### src/rtl/odd_div_clk_monitor.sv
// odd_div_clk_monitor
// Lock/frequency monitor for the odd-ratio clock divider output.
// clk_mon is sampled as asynchronous data in the clk_in domain.
// Every rising-edge-to-rising-edge spacing is measured in clk_in cycles.
// The monitor reports lock after LOCK_COUNT consecutive periods equal to DIVIDOR.
// It raises a sticky fault when edges stop arriving.
module odd_div_clk_monitor #(
  parameter int DIVIDOR    = 5,
  parameter int LOCK_COUNT = 4,
  parameter int TIMEOUT    = 16,
  parameter int CNT_W      = $clog2(TIMEOUT + 1)
) (
  input  logic             clk_in,
  input  logic             rst,
  input  logic             en,
  input  logic             clk_mon,
  output logic             locked,
  output logic             fault,
  output logic [CNT_W-1:0] period,
  output logic             period_vld,
  output logic [7:0]       err_cnt
);

  localparam int MCNT_W = (LOCK_COUNT > 1) ? $clog2(LOCK_COUNT) : 1;

  localparam logic [CNT_W-1:0]  DIV_C   = CNT_W'(DIVIDOR);
  localparam logic [CNT_W-1:0]  TO_C    = CNT_W'(TIMEOUT);
  localparam logic [MCNT_W-1:0] MCNT_LAST = MCNT_W'(LOCK_COUNT - 1);

  typedef enum logic [2:0] {
    IDLE,
    ARM,
    ACQ,
    LOCKED,
    FAULT
  } state_t;

  state_t            state;
  logic              s1, s2, s3;
  logic [CNT_W-1:0]  cnt;
  logic [MCNT_W-1:0] mcnt;

  logic rise;
  logic timeout;
  logic match;

  assign rise    = s2 & ~s3;
  assign timeout = (cnt == TO_C);
  assign match   = (cnt == DIV_C);

  // Two-flop synchronizer on clk_mon plus a delay flop for edge detection.
  // NOTE: s1 can go metastable; only s2/s3 are consumed by logic, never s1.
  always_ff @(posedge clk_in) begin
    if (rst) begin
      s1 <= 1'b0;
      s2 <= 1'b0;
      s3 <= 1'b0;
    end else begin
      // NOTE: non-blocking so each flop captures the previous stage's old value.
      s1 <= clk_mon;
      s2 <= s1;
      s3 <= s2;
    end
  end

  // Period counter: restarts at 1 on each rise and saturates at TIMEOUT.
  // It is held at 0 while idle or faulted.
  always_ff @(posedge clk_in) begin
    if (rst || !en) begin
      cnt <= '0;
    end else if (state == IDLE || state == FAULT) begin
      cnt <= '0;
    end else if (rise) begin
      cnt <= CNT_W'(1);
    end else if (cnt != TO_C) begin
      cnt <= cnt + CNT_W'(1);
    end
  end

  // Monitor FSM with the match counter, published period and error count.
  // A rise wins over a timeout in the same cycle; en low wins over everything.
  always_ff @(posedge clk_in) begin
    if (rst) begin
      state      <= IDLE;
      mcnt       <= '0;
      period     <= '0;
      period_vld <= 1'b0;
      err_cnt    <= 8'd0;
    end else begin
      period_vld <= 1'b0;
      if (!en) begin
        state <= IDLE;
        mcnt  <= '0;
      end else begin
        case (state)
          IDLE: begin
            state <= ARM;
          end

          // The first edge only provides the reference; no period is reported.
          ARM: begin
            if (rise) begin
              state <= ACQ;
            end else if (timeout) begin
              state <= FAULT;
            end
          end

          ACQ: begin
            if (rise) begin
              period     <= cnt;
              period_vld <= 1'b1;
              if (match) begin
                if (mcnt == MCNT_LAST) begin
                  state <= LOCKED;
                  mcnt  <= '0;
                end else begin
                  mcnt <= mcnt + MCNT_W'(1);
                end
              end else begin
                mcnt <= '0;
                if (err_cnt != 8'hFF) begin
                  err_cnt <= err_cnt + 8'd1;
                end
              end
            end else if (timeout) begin
              state <= FAULT;
              mcnt  <= '0;
            end
          end

          LOCKED: begin
            if (rise) begin
              period     <= cnt;
              period_vld <= 1'b1;
              if (!match) begin
                state <= ACQ;
                mcnt  <= '0;
                if (err_cnt != 8'hFF) begin
                  err_cnt <= err_cnt + 8'd1;
                end
              end
            end else if (timeout) begin
              state <= FAULT;
              mcnt  <= '0;
            end
          end

          // Sticky until en drops or rst is asserted.
          FAULT: begin
            state <= FAULT;
          end

          default: begin
            state <= IDLE;
            mcnt  <= '0;
          end
        endcase
      end
    end
  end

  assign locked = (state == LOCKED);
  assign fault  = (state == FAULT);

endmodule

### config.mk
export PLATFORM = sky130hd
export DESIGN_NAME = odd_div_clk_monitor
export DESIGN_NICKNAME = d
export VERILOG_FILES = /design/src/rtl/odd_div_clk_monitor.sv
export SDC_FILE = /design/constraint.sdc
export NUM_CORES = 1
export LEC_CHECK = 0
export ABC_CLOCK_PERIOD_IN_PS = 3800
export CAP_MARGIN = 20
export CORE_UTILIZATION = 25
export DETAILED_ROUTE_END_ITERATION = 16
export HOLD_SLACK_MARGIN = 0.03
export SYNTH_ARGS = -nofsm -noshare
export SYNTH_HDL_FRONTEND = slang
export SYNTH_SLANG_ARGS = --single-unit
export TNS_END_PERCENT = 30
### constraint.sdc
create_clock -name clk_in -period 3.8 [get_ports clk_in]
set_clock_uncertainty 0.2 [all_clocks]
set_input_delay 0.57 -clock clk_in [delete_from_list [all_inputs] [get_ports clk_in]]
set_output_delay 0.57 -clock clk_in [all_outputs]
set_load 0.005 [all_outputs]
==> Word-level counts from Yosys, hierarchy flattened <==
Index checks and enable logic that the tools add are counted.
W data, S select, Z words.
{ "word_totals": {"in_bits": 4, "regBits": 27, "out_inout_bits": 16, "mem_bits_rw": 0, "n_memories": 0, "latch_bits": 0, "word_cells": 64, "rom_bits": 0} }
{ "classes": {"bitwise": 6, "order_cmp": 0, "shift": 0, "mul": 0, "muxes": 18, "n_div": 0, "eq_ne": 12, "addsub": 3, "reduce_logical": 15} }
{ "ops": {"columns": ["op", "n"], "rows": [
  ["$mux W3", 7],
  ["$pmux W3 S5", 1],
  ["$mux W2", 6],
  ["$ne A3 B3 Y1 const B", 3],
  ["$reduce_or A3 Y1", 3],
  ["$add A8 B1 Y8 const B", 1],
  ["$ne A8 B8 Y1 const B", 1],
  ["$eq A3 B2 Y1 const B", 2],
  ["$pmux W2 S3", 1],
  ["$reduce_and A3 Y1", 2],
  ["$reduce_or A2 Y1", 3],
  ["$add A5 B1 Y5 const B", 1],
  ["$eq A5 B3 Y1 const B", 1],
  ["$eq A5 B5 Y1 const B", 1],
  ["$ne A5 B5 Y1 const B", 1],
  ["$not A1 Y1", 5],
  ["$reduce_and A5 Y1", 1],
  ["$eq A3 B1 Y1 const B", 1],
  ["$eq A3 B3 Y1 const B", 1],
  ["$logic_not A3 Y1", 1],
  ["$mux W1", 3],
  ["$add A2 B1 Y2 const B", 1],
  ["$eq A2 B2 Y1 const B", 1],
  ["$logic_or A1 B1 Y1", 2],
  ["4 further kinds", 4]
]} }

==> Logic depth before layout (Yosys ltp) <==
{ "logic_depth": {"depth_word": 5, "depth_mapped": 7, "mapped_depth_nobuf": 6} }

==> Worst setup path before layout <==
Ideal clock, no wire load.
{ "synth_timing": {"path_type": "input to register", "from": "in en", "to": "reg mcnt[0]", "setup_slack_ps": 1951, "arrival_ps": 1577, "setup_time_ps": 72, "n_path_buf": 1, "path_stages": 5, "required_ps": 3528, "path_cell_list": "buf_6 -> nand2b_1 -> or2_2 -> or4_1 -> mux2i_1"} }
{ "synth_between": {"elab_chain_cells": 2} }
{ "synth_rtl": {"columns": ["element", "line", "text"], "rows": [
  ["start, declared", "15", "input logic en,"],
  ["$not A1 Y1 (no source line)", null, null],
  ["$reduce_or A2 Y1 (no source line)", null, null],
  ["end signal, assigned", "118", "mcnt <= mcnt + MCNT_W'(1);"],
  ["end, declared", "41", "logic [MCNT_W-1:0] mcnt;"]
]} }
Every way passes these cells.
A chain may end at the register's enable or synchronous reset.

==> Final worst setup path <==
{ "layout_timing": {"from": "reg state[0]", "to": "out fault"} }
{ "layout_between": {"elab_chain_cells": 1} }
{ "layout_rtl": {"columns": ["element", "line", "text"], "rows": [
  ["start, declared", "38", "state_t state;"],
  ["start signal, assigned", "84", "state <= IDLE;"],
  ["start signal, assigned", "92", "state <= IDLE;"],
  ["start signal, assigned", "97", "state <= ARM;"],
  ["$eq A3 B3 Y1", "164", "assign fault = (state == FAULT);"],
  ["end, declared", "18", "output logic fault,"]
]} }
Every way passes these cells.

==> impl_metrics.csv <==
group,metric,value,unit
critical_path,cp-start-kind,"flip-flop",
yosys,synth.area.top_cells,"dfxtp_1 (42%), nand3_1 (5.4%), ha_1 (4.9%)",
critical_path,cp.required,3.03,ns
yosys,ys_seq_area_share,41.9,%
global_route,grt_usage,9.63,%
yosys,synth-async-reset-ratio,0,%
die,die_y,73.8,um
power_and_ir_drop,peakVddDrop,0.103,mV
timing,min_period,2.34,ns
critical_path,cp_max_fo,8,
routing,drc,0,
global_route,grt_max_degree,22,
cts,hold_buffers,0,
layout,nets,170,
critical_path,slowest_stage,"clkdlybuf4s50_1",
critical_path,cp_slowest_stage_delay,0.50,ns
routing,routed_via_density,4.57,
die,placementRows,25,
cts,numClockSinks,27,
cts,ctsHtreeMaxLevel,1,
layout,antennaDiodeCount,0,
power_and_ir_drop,power_leakage,0.509,nW
yosys,synth_area,1290,um2
yosys,synthDistinctLibCells,40,
yosys,synth_edf_count,0,
hold_path,min_from,"s1",
timing,fin_crit_sh,61.5,%
critical_path,path_cells,"nor2_1 -> and2_1 -> clkdlybuf4s50_1",
yosys,synth_top_family_by_area,"simple AND/OR/NAND/NOR gates",
routing,vias,1038,
global_route,met2_usage,14.3,%
flow_run,drv_cap,0,
global_route,antenna_found_initial,0,
global_route,grt-ovfl-total,0,
layout,final_util,32.7,%
global_route,busiest_layer,"met2",
timing,fin_ws,1.46,ns
timing,hold_viol,0,
die,io_pins,20,
yosys,synth_compound_area_share,11.6,%
critical_path,cpLargestDelayFamily,"buffers and inverters",
die,core_area,4850,um2
yosys,synth_nets,149,
global_route,grt_util_met3,1.65,%
place,port_buffers,19,
yosys,muxShareOfSynthArea,4.08,%
critical_path,startpoint,"state[0]",
yosys,yosysMostFrequentCell,"dfxtp_1",
timing,drv_slew,0,
timing,tns,0,ns
routing,dr.pass1.iters,4,
global_route,grt_pass1_wl,4150,um
yosys,synth_seq_cells,27,
critical_path,path_buf_inv,1,
layout,syn2layout_area_growth,23.2,%
critical_path,r2r-start,"state[1]",
hold_path,hold_class,"reg2reg",
critical_path,cp_data_arrival_time,1.57,ns
cts,root_buffer,"clkbuf_8",
cts,cts_resized,0,
critical_path,crit_type,"reg2out",
cts,cts.reportedPaths.clkPinSlew,0.09,ns
cts,cts_tree,"built",
timing,relSlewSlack,74.6,%
outcome,status,"complete, no violations",
routing,drt-total-wl,2470,um
yosys,syn_inst,140,
timing,timing.fmax,0.428,GHz
yosys,synth-xor-area-share,2.72,%
die,start_util,26.6,%
power_and_ir_drop,power_density,294,nW/um2
place,dpl.hpwl,1800,um
yosys,avgSynthCellArea,9.21,um2
timing,grt_setup_unrepaired,"false",
timing,tightest_slew,0.381,ns
yosys,synth_fa_ha_area_share,4.85,%
timing,whs,0.253,ns
cts,clock_latency,0.26,ns
place,gp_congestion,0.824,
routing,drtIter0Drc,47,
global_route,gr-usage-met1,14.2,%
yosys,synth_top_area_share,41.9,%
die,die_width,73.8,um
cts,clockBufferDepth,2,
cts,post_cts_buffers,0,
critical_path,endpoint_kind,"primary output",
die,die_area,5450,um2
timing,finalSetupViolCount,0,
yosys,synth_ff_type,"dfxtp_1",
routing,detail_route.wl_per_cell,10.9,um
routing,drtAntennaViolNets,0,
place,dp_slack,1.20,ns
layout,drive_gt1_share,7.50,%
cts,cts_made_buffers,3,
yosys,synth_commonest_cells,"dfxtp_1 (27), nand3_1 (14), nor2_1 (12)",
global_route,grt_pass1_vias,930,
yosys,yosys_warnings,0,
yosys,yosys.area.top_type,"dfxtp_1",
yosys,synthSimpleGateAreaFrac,31.0,%
## per-stage QoR
stage	instance area (um2)	power, mW	std cells
after global routing	1590	0.490	227
after CTS	1590	0.473	227
after floorplan	1290	0.307	140
final	1590	0.467	227
after detailed placement	1540	0.314	223
after global placement	1540	0.313	223
## cells in the final DEF, fill, tap and decap left out, drive strengths merged
cell type      instances
a211oi                 3
a21oi                 10
a311oi                 1
a31oi                  1
a41oi                  2
and2                   1
and3b                  1
and4b                  2
and4bb                 2
buf                    2
clkbuf                 4
clkdlybuf4s50         19
dfxtp                 27
ha                     5
inv                    4
mux2                   2
mux2i                  3
nand2                 10
nand2b                 4
nand3                 15
nand3b                 1
nand4                  1
nand4bb                1
nor2                  12
nor2b                  6
nor3                   2
nor4                   2
nor4bb                 1
o211a                  1
o211ai                 1
o21ai                  1
o22ai                  1
o31ai                  2
or2                    1
or3                    1
or4                    4
xnor2                  2
xor2                   2
## registers in the layout, indices dropped and copies added, names as in the netlist
register and cells:
err_cnt 8, cnt 5, period 5, state 3
mcnt 2, period_vld 1, s1 1, s2 1
s3 1
## cells by family after synthesis
family,count (synthesis)
simple gates,67
flops,27
xor+xnor,4
mux,5
fa+ha+maj,5
compound gates,23
buf+inv,9
## layout make-up
class                      instances  area (um2)
fill                             513        3260
multi-input combinational        104         698
sequential                        27         541
timing repair buffer              21         205
tap                               67        83.8
clock buffer                       4        45.0
inverter                           4        15.0
## worst paths after layout
path	to	slack, ns	depth (start not counted)
max	fault	1.46	3
min	s2	0.25	1
max reg2reg	err_cnt[5]	1.78	4
min reg2reg	s2	0.25	1
## routing by layer
layer / wire length (um) / part of all wire (%)
met2: 1100 / 44
met1: 1280 / 52
met3: 83 / 3.4
met5: 0 / 0
met4: 12 / 0.49
## power by group
part / total (mW) / internal, mW / switching [mW]
clock: 0.160 / 0.0749 / 0.0854
sequential: 0.288 / 0.285 / 0.00261
combinational: 0.0193 / 0.00857 / 0.0108
total: 0.467 / 0.369 / 0.0988
Power figures use the tool's default switching activity.
